==> src/rtl/adder_pkg.sv <==
// adder_pkg: default sizes and the pipeline stage record shared by pipelined_adder.
package adder_pkg;
  localparam int DEF_WIDTH = 32;
  localparam int DEF_CHUNK = 8;
  localparam int REC_WIDTH = DEF_WIDTH;
  typedef struct packed {
    logic valid;
    logic carry;
    logic cmsb;
    logic [REC_WIDTH-1:0] a;
    logic [REC_WIDTH-1:0] b;
    logic [REC_WIDTH-1:0] s;
  } stage_t;
endpackage

==> src/rtl/adder_chunk.sv <==
// adder_chunk: combinational W-bit ripple adder exposing the carry into its MSB.
module adder_chunk #(
  parameter int W = 8
) (
  input  logic [W-1:0] a,
  input  logic [W-1:0] b,
  input  logic         cin,
  output logic [W-1:0] s,
  output logic         cout,
  output logic         cmsb
);
  logic [W:0] c;
  always_comb begin
    c[0] = cin;
    for (int i = 0; i < W; i++) begin
      s[i] = a[i] ^ b[i] ^ c[i];
      c[i+1] = (a[i] & b[i]) | (c[i] & (a[i] ^ b[i]));
    end
  end
  assign cout = c[W];
  assign cmsb = c[W-1];
endmodule

==> src/rtl/pipelined_adder.sv <==
// pipelined_adder: CHUNK-bits-per-stage pipelined adder with valid/ready flow control.
// Define ADDER_SUB_EN to add the sub port (a + ~b + 1). WIDTH is limited to adder_pkg::REC_WIDTH.
module pipelined_adder
  import adder_pkg::*;
#(
  parameter int WIDTH = DEF_WIDTH,
  parameter int CHUNK = DEF_CHUNK
) (
  input  logic             clk,
  input  logic             rst,
  input  logic             in_valid,
  output logic             in_ready,
  input  logic [WIDTH-1:0] a,
  input  logic [WIDTH-1:0] b,
  input  logic             cin,
`ifdef ADDER_SUB_EN
  input  logic             sub,
`endif
  output logic             out_valid,
  input  logic             out_ready,
  output logic [WIDTH-1:0] s,
  output logic             cout,
  output logic             ovf
);
  localparam int STAGES = WIDTH / CHUNK;
  if (CHUNK < 1 || CHUNK > WIDTH || WIDTH % CHUNK != 0 || WIDTH > REC_WIDTH) begin : g_bad
    $error("pipelined_adder: WIDTH must be a multiple of CHUNK, CHUNK <= WIDTH, WIDTH <= REC_WIDTH");
  end
  logic en;
  logic unused;
  stage_t in_rec, last;
  assign en = !last.valid || out_ready;
  assign in_ready = en;
  always_comb begin
    in_rec = '0;
    in_rec.valid = in_valid;
    in_rec.a[WIDTH-1:0] = a;
`ifdef ADDER_SUB_EN
    in_rec.b[WIDTH-1:0] = sub ? ~b : b;
    in_rec.carry = sub | cin;
`else
    in_rec.b[WIDTH-1:0] = b;
    in_rec.carry = cin;
`endif
  end
  for (genvar k = 0; k < STAGES; k++) begin : g_st
    stage_t src, nxt, r;
    logic [CHUNK-1:0] sum;
    logic co, cm;
    if (k == 0) begin : g_first
      assign src = in_rec;
    end else begin : g_next
      assign src = g_st[k-1].r;
    end
    adder_chunk #(.W(CHUNK)) u_chunk (
      .a(src.a[k*CHUNK +: CHUNK]),
      .b(src.b[k*CHUNK +: CHUNK]),
      .cin(src.carry),
      .s(sum),
      .cout(co),
      .cmsb(cm)
    );
    // everything not produced here rides along unchanged, including bubbles
    always_comb begin
      nxt = src;
      nxt.s[k*CHUNK +: CHUNK] = sum;
      nxt.carry = co;
      nxt.cmsb = cm;
    end
    always_ff @(posedge clk)
      if (rst) r <= '0;
      else if (en) r <= nxt;
  end
  assign last = g_st[STAGES-1].r;
  assign out_valid = last.valid;
  assign s = last.s[WIDTH-1:0];
  assign cout = last.carry;
  assign ovf = last.carry ^ last.cmsb;
  assign unused = ^last;
endmodule
==> config.mk <==
export PLATFORM = sky130hd
export DESIGN_NAME = pipelined_adder
export DESIGN_NICKNAME = d
export VERILOG_FILES = /design/src/rtl/adder_pkg.sv /design/src/rtl/adder_chunk.sv /design/src/rtl/pipelined_adder.sv
export SDC_FILE = /design/constraint.sdc
export NUM_CORES = 1
export LEC_CHECK = 0
export BUFFER_PORTS_ARGS = -buffer_cell sky130_fd_sc_hd__buf_2
export CORE_UTILIZATION = 55
export DETAILED_ROUTE_END_ITERATION = 16
export MAX_ROUTING_LAYER = met4
export PLACE_DENSITY = 0.86
export SYNTH_ARGS = -nofsm -noshare
export SYNTH_HDL_FRONTEND = slang
export SYNTH_SLANG_ARGS = --single-unit
export TNS_END_PERCENT = 5
==> constraint.sdc <==
create_clock -name clk -period 9.2 [get_ports clk]
set_clock_uncertainty 0.1 [all_clocks]
set_input_delay 1.38 -clock clk [delete_from_list [all_inputs] [get_ports clk]]
set_output_delay 1.38 -clock clk [all_outputs]
set_load 0.02 [all_outputs]
==> Word level (Yosys, flattened, before mapping) <==
Index checks and enable logic that the tools add are counted.
{ "word_totals": {"mem_bits_ro": 0, "regBits": 281, "mem_count": 0, "ramBits": 0, "inputBits": 69, "wordCells": 182, "latchBits": 0, "output_inout_bits": 36} }
{ "op_classes": {"reduce_logical": 2, "n_div": 0, "n_eq_ne": 0, "order_cmp": 0, "shifts": 0, "bitwise_logic": 161, "mul": 0, "n_mux": 0, "n_addsub": 0} }
{ "op_table": {"columns": ["op", "count"], "rows": [
  ["$xor A1 B1 Y1", 65],
  ["$and A1 B1 Y1", 64],
  ["$or A1 B1 Y1", 32],
  ["$logic_not A1 Y1", 1],
  ["$logic_or A1 B1 Y1", 1]
]} }

==> Depth between registers and ports, before layout <==
Gate-level depths: netlist (run 1).
{ "depth": {"ltp_word": 17, "mapped_depth": 14, "mapped_depth_nobuf": 14} }

==> By module <==
Synthesis (run 1) repeated with hierarchy kept, for this count alone.
{ "unflattened": {"cells_unflattened": 816, "area_unflattened_um2": 8627.0} }
{ "by_module_without_submodules": {"columns": ["module", "seq_area_each_um2", "cells_per_inst", "instances", "area_per_inst_um2"], "rows": [
  ["pipelined_adder", 3703.6, 744, 1, 7836.3],
  ["adder_chunk", 0.0, 18, 4, 197.7]
]} }

==> Least setup slack after synthesis (run 1) <==
OpenSTA, ideal clock, no wires.
{ "synth_timing": {"path_kind": "input -> register", "startpoint": "in a[0]", "endpoint": "reg g_st[0].r[7] in the netlist's numbering", "n_path_buf": 0, "cell_stages": 12, "arrival_time_ns": 4.532, "t_required_ns": 9.014, "setup_time_ns": 0.086, "path_slack_ns": 4.483, "cell_sequence": "fa_1 > inv_1 > fa_1 > inv_1 > fa_1 > fa_1 > fa_1 > fa_1 > fa_1 > inv_1 > fa_1 > a211oi_1"} }
{ "synth_via": {"elab_chain_len": 16, "elab_cells_between_ends": 17, "classes_between": "17 x bitwise"} }
{ "synth_lines": {"columns": ["element", "line", "rtl"], "rows": [
  ["start: declaration", "pipelined_adder.sv:13", "input logic [WIDTH-1:0] a,"],
  ["$xor A1 B1 Y1", "adder_chunk.sv:17", "c[i+1] = (a[i] & b[i]) | (c[i] & (a[i] ^ b[i]));"],
  ["$and A1 B1 Y1", "adder_chunk.sv:17", null],
  ["$or A1 B1 Y1 *", "adder_chunk.sv:17", null],
  ["$and A1 B1 Y1 *", "adder_chunk.sv:17", null],
  ["$or A1 B1 Y1 *", "adder_chunk.sv:17", null],
  ["$and A1 B1 Y1 *", "adder_chunk.sv:17", null],
  ["$or A1 B1 Y1 *", "adder_chunk.sv:17", null],
  ["$and A1 B1 Y1 *", "adder_chunk.sv:17", null],
  ["$or A1 B1 Y1 *", "adder_chunk.sv:17", null],
  ["$and A1 B1 Y1 *", "adder_chunk.sv:17", null],
  ["$or A1 B1 Y1 *", "adder_chunk.sv:17", null],
  ["$and A1 B1 Y1 *", "adder_chunk.sv:17", null],
  ["$or A1 B1 Y1 *", "adder_chunk.sv:17", null],
  ["$and A1 B1 Y1 *", "adder_chunk.sv:17", null],
  ["$or A1 B1 Y1 *", "adder_chunk.sv:17", null],
  ["$xor A1 B1 Y1 *", "adder_chunk.sv:16", "s[i] = a[i] ^ b[i] ^ c[i];"],
  ["end signal: assignment", "pipelined_adder.sv:72", "else if (en) r <= nxt;"],
  ["end: declaration", "pipelined_adder.sv:47", "stage_t src, nxt, r;"]
]} }
Every way passes the cells marked *; elsewhere a longest branch is shown, timed or not.
A chain may end at the register's enable or synchronous reset.

==> Worst setup path after layout (run 1) <==
{ "layout_timing": {"startpoint": "in out_ready", "endpoint": "out in_ready"} }
{ "layout_via": {"elab_chain_len": 1} }
{ "layout_lines": {"columns": ["element", "line", "rtl"], "rows": [
  ["start: declaration", "pipelined_adder.sv:20", "input logic out_ready,"],
  ["$logic_or A1 B1 Y1", "pipelined_adder.sv:32", "assign en = !last.valid || out_ready;"],
  ["end: declaration", "pipelined_adder.sv:12", "output logic in_ready,"]
]} }
No other way between the ends.

==> results of run 1 <==
[power by group through the flow]
stage | combinational [mW] | sequential, mW | clock [mW]
2_1_floorplan | 0.112 | 0.878 | 0
3_3_place_gp | 0.145 | 0.882 | 0
3_5_place_dp | 0.149 | 0.884 | 0
4_1_cts | 0.150 | 0.866 | 0.750
5_1_grt | 0.166 | 0.870 | 0.786
6_report | 0.148 | 0.866 | 0.738
[worst reg2reg max path: cells and delay by family, from the launching register on]
family,cells,cell delay [ps]
AND/OR/NAND/NOR,1,60
AO/OA/AOI/OAI,1,130
flip-flops,1,340
buffers and inverters,4,280
adder cells (fa/ha/maj),8,2860
[per-stage QoR]
step	std cells	cell area (µm²)	power [mW]
4_1_cts	1029	9380	1.765
2_1_floorplan	800	8551	0.9904
3_5_place_dp	997	8776	1.033
6_report	1029	9380	1.751
5_1_grt	1029	9380	1.823
3_3_place_gp	997	8776	1.027
[sequential cells by signal, indices dropped and copies added (netlist names)]
signal and flops:
g_st.r 151, s 32, cout 1, out_valid 1
[path summary, 6_finish.rpt]
kind                 start         to  slack [ps]  cells past startpoint
max reg2reg  g_st[2].r[56]      s[31]        5370                     14
min reg2reg  g_st[2].r[98]  out_valid         360                      2
max              out_ready   in_ready        4200                      6
min          g_st[2].r[98]  out_valid         360                      2
[kinds of logic (layout without fill, tap and decap cells)]
logic type / Yosys count / in the layout / synth area share, %
multiplexers: 92 / 92 / 10.77
XOR/XNOR: 1 / 1 / 0.1024
buffers and inverters: 132 / 173 / 8.282
flip-flops: 185 / 185 / 43.31
adder cells (fa/ha/maj): 32 / 32 / 7.492
AO/OA/AOI/OAI: 93 / 93 / 5.794
AND/OR/NAND/NOR: 265 / 265 / 24.25
[cell type report]
class                   instances  area [µm²]  area share, %
inverters                      31       121.4          1.294
well taps                     188       235.2          2.508
clock buffers                  20       456.7          4.869
multi-input cells             483        4146          44.20
clock inverters                12       147.6          1.574
repair buffers                110       568.0          6.056
flip-flops and latches        185        3705          39.50
[per-layer routing]
metal	vias to the layer above	GRT usage (%)	share of wire [%]
met5	-	-	0
met4	0	8.894	2.2
met3	28	3.712	3.2
met1	2569	27.43	47
li1	2751	-	-
met2	113	34.58	47
[cell usage in the layout, fill, tap and decap left out, types with 2 or more instances in the layout]
master / synthesis / layout
dfxtp_1: 185 / 184
nand2b_1: 172 / 172
buf_2: 6 / 103
mux2i_1: 92 / 92
o21ai_0: 79 / 79
nand4bb_1: 73 / 73
fa_1: 32 / 32
inv_1: 30 / 30
clkbuf_16: 0 / 17
nor3b_1: 12 / 12
a211oi_1: 12 / 12
or4bb_1: 7 / 7
buf_4: 38 / 7
clkinv_2: 0 / 5
bufinv_16: 0 / 3
inv_6: 1 / 2
clkinvlp_4: 0 / 2
clkbuf_8: 0 / 2
==> results.cfg, run 1 <==
[worst_setup_path]
worst_setup_path_end_kind = output pin
worstPathArrival_ps = 3520
cell_family_with_most_cp_delay = buffers and inverters
timing_worst_setup_path_type = input port to output pin
crit_path_top_delay_cell = buf_4
critical_path_peak_fanout = 93
cp_num_buf_inv = 5
timing.critical_path.required_ps = 7720
cp-start-kind = input port
critical-path-max-stage-delay_ps = 620
timing.critical_path.cells = buf_2 > buf_4 > nor2b_4 > buf_4 > inv_6 > buf_2

[sta]
hold-worst-slack_ps = 358.0
report.final.setup_viol = 0
final.setup.worst_slack_ps = 4196
maxClockFrequency_mhz = 199.8
timing.slew.headroom_pct = 35.75
report.final.hold_viol_count = 0
report.final.slew_viol_count = 0
setup-tns-final_ps = 0
worst-slew-pin-transition_ps = 963.7
min_period_over_period_pct = 54.39
grt_setup_unrepaired = false
finalWorstPathRequiredPeriod_ps = 5004

[synthesis]
mappedNetlistArea_um2 = 8551
synth.most_common_cell = dfxtp_1
synth.net_count = 901
netlist-cell-type-count = 22
synth_largest_type_area_fraction_pct = 43.31
yosysSeqAreaShare_pct = 43.31
post_synth_edffs = 0
synth_area_leaders = dfxtp_1, nand2b_1, mux2i_1
async_reset_ff_share_pct = 0
yosysWarnings = 0
postSynthAreaPerCell_um2 = 10.69
synthCells = 800
synth_common_cells = dfxtp_1, nand2b_1, mux2i_1
synth-main-ff-cell = dfxtp_1
yosys_register_bits = 185
post-synth-top-area-cell = dfxtp_1

[die]
placementRows = 45
placeable_core_region_um2 = 15200
ioPinCount = 105
dieArea_um2 = 16050
die_extent_in_x_um = 126.7
die_y_um = 126.7
effective_utilization_at_floorplan_pct = 56.25

[place]
dp.final_hpwl_um = 10000
placement.setup.worst_slack_ps = 4199
io_buffer_count = 104
gp_congestion = 0.7774

[clocking]
cts_sinks = 185
htree_levels = 4
ctsRootBufferMaster = clkbuf_16
cts_inserted_buffers = 17
worst_skew_pair_latency_ps = 430
cts.path.max_buffers = 2
tritoncts = done
cts.repair.resized = 0
cts_post_setup_buffers_inserted = 0
path_clk_slew_ps = 60
hold_buffers = 0

[global_routing]
grt_antenna_before_repair = 0
grtUsageTotal_pct = 21.68
grt_max_degree = 108
grt_pass1_wl_um = 26790
globalRouteOverflowTotal = 0
grt_pass1_vias = 5427

[route]
drtAntennaViolNets = 0
detail_route.iter0.violations = 438
routed_via_density = 5.307
route.detailed.drc = 0
via_count = 5461
firstDrtPassIters = 5
wl_per_cell_um = 15.34
finalWirelength_um = 15780

[worst_hold_path]
hp-class = flop to flop

[cells_and_area]
drive_above_1_share_pct = 17.12
syn2layout_area_growth_pct = 9.702
fill_cells = 1238
num_antenna_cells = 0
final_net_count = 929
post-route-util_pct = 61.70

[pwr]
clkPwrFrac_pct = 42.1
p_sw_share_pct = 22.44
power.net_switching_uw = 392.9
p_per_area_nw_per_um2 = 186.7
share_seq_of_total_power_pct = 49.4
irDropWorstVdd_uv = 132.4
combPwrFrac_pct = 8.4
internal_power_mw = 1.358
static-leakage-power_nw = 3.893

[flow_run]
reported_max_cap_violation_count = 0

[outcome]
run_status = complete, no violations
(Power assumes the default switching activity.)
==> inputs of run 2 (changes only) <==
Settings changed: CORE_UTILIZATION 55 to 53, PLACE_DENSITY 0.86 to 0.87.
Clock period 9.2 ns to 4.35 ns, I/O delays scaled along.
==> run 2 against run 1 <==
Global-route usage up 0.054 points. First-iteration DRC count down 11%. Cell area up 0.81%. Utilization down 2.0 points. Cell count up 3.0%. Clock power up 120%. Critical path type is now input port to flop. Largest power group unchanged.
==> results.cfg, run 2 (synthesis results as in run 1) <==
[outcome]
run_status = complete, no violations

[die]
effective_utilization_at_floorplan_pct = 54.02
placeable_core_region_um2 = 15830
dieArea_um2 = 16640
die_y_um = 129.0
placementRows = 46
die_extent_in_x_um = 129.0
ioPinCount = 105

[flow_run]
reported_max_cap_violation_count = 0

[global_routing]
grt_pass1_vias = 5527
grt_antenna_before_repair = 1
grt_pass1_wl_um = 27200
globalRouteOverflowTotal = 0
grtUsageTotal_pct = 21.74
grt_max_degree = 135

[route]
routed-wl-met3_um = 598
routed_via_density = 5.237
highest-signal-layer = met4
drtAntennaViolNets = 0
detail_route.iter0.violations = 388
wl_per_cell_um = 15.31
finalWirelength_um = 16230
route.detailed.drc = 0
via_count = 5551
firstDrtPassIters = 4
detail_route.wirelength.met1_um = 7517
met2_routed_wl_um = 7782

[worst_setup_path]
cp_num_buf_inv = 4
cp-start-kind = input port
worstPathArrival_ps = 4090
crit_path_top_delay_cell = fa_1
cell_family_with_most_cp_delay = adder cells
top_cell_by_count_worst_path = fa_1
critical-path-max-stage-delay_ps = 410
worst_setup_path_end_kind = flop
timing.critical_path.required_ps = 4580
timing.critical_path.cells = buf_2 > fa_1 > inv_1 > fa_1 > inv_1 > fa_1 > fa_1 > fa_1 > fa_1 > fa_1 > inv_1 > fa_1 > a211oi_1
timing_worst_setup_path_type = input port to flop
critical_path_peak_fanout = 1

[clocking]
ctsRootBufferMaster = clkbuf_16
worst_skew_pair_latency_ps = 430
cts.path.max_buffers = 2
hold_buffers = 0
cts_sinks = 185
tritoncts = done
htree_levels = 4
path_clk_slew_ps = 60
cts.repair.resized = 0
cts_inserted_buffers = 17
cts_post_setup_buffers_inserted = 0

[sta]
setup-tns-final_ps = 0
grt_setup_unrepaired = false
maxClockFrequency_mhz = 259.1
min_period_over_period_pct = 88.71
worst-slew-pin-transition_ps = 1009
timing.slew.headroom_pct = 32.71
report.final.setup_viol = 0
hold-worst-slack_ps = 347.4
report.final.hold_viol_count = 0
report.final.slew_viol_count = 0
finalWorstPathRequiredPeriod_ps = 3859

[pwr]
p_per_area_nw_per_um2 = 399.6
p_total_mw = 3.779
irDropWorstVdd_uv = 281.5
static-leakage-power_nw = 3.920

[cells_and_area]
registers.top_by_ff_count = g_st.r
finish.instance_area_um2 = 9457
most-common-layout-cells = dfxtp_1, nand2b_1, buf_2, mux2i_1, o21ai_0
final_net_count = 931
post-route-util_pct = 59.75
final_common_cell = dfxtp_1
largest_register_ff_count = 151
syn2layout_area_growth_pct = 10.59
drive_above_1_share_pct = 17.32

[place]
io_buffer_count = 104
gp_congestion = 0.7943
dpl-instance-area_um2 = 8826
dp.final_hpwl_um = 10350

[worst_hold_path]
hp-class = flop to flop
==> run 2: cell types whose count changed in the layout (fill, tap and decap cells not counted), sizes merged <==
cell	previous run	this run
buf	110	112
clkinvlp	2	0
bufinv	3	4
clkinv	6	7
diode	0	1
==> run 2: stage by stage <==
step / instances / setup slack (ps)
after floorplan: 800 / 360.3
after global placement: 1027 / 191.2
after detailed placement: 1027 / 44.34
after CTS: 1059 / 496.1
after global routing: 1060 / 340.6
final: 1060 / 490.9
==> run 2: worst paths after layout <==
check,startpoint,to,slack (ps),cells past startpoint
max,a[0],g_st[0].r[7],490,13
min,g_st[2].r[98],out_valid,350,2
max reg2reg,g_st[1].r[48],g_st[2].r[23],550,12
min reg2reg,g_st[2].r[98],out_valid,350,2
==> run 2: area by class of cell <==
cell class              instances  area (µm²)
fillers                      1293        6371
multi-input cells             483        4146
flip-flops and latches        185        3705
repair buffers                112       583.1
clock buffers                  20       456.7
well taps                     216       270.3
clock inverters                12       171.4
inverters                      31       121.4
diodes                          1       2.502
==> run 2: power by group <==
| part | switching, mW | internal (mW) | leakage (nW) |
|---|---|---|---|
| clock network | 0.641 | 0.991 | 0.314 |
| registers | 0.0411 | 1.79 | 1.52 |
| logic | 0.164 | 0.153 | 2.08 |
==> run 2: routing by layer <==
layer  global-route usage, %  vias up
met2                   34.28      114
met1                   27.38     2665
met4                   9.135        0
met5                       -        -
met3                   4.170       24
li1                        -     2748
==> run 2: worst register-to-register path, cell delays in order (launching register included) <==
cell	delay, ps
dfxtp_1	330
fa_1	420
inv_1	70
fa_1	160
inv_1	50
fa_1	370
fa_1	390
fa_1	400
fa_1	390
fa_1	360
inv_1	80
fa_1	400
a211oi_1	200
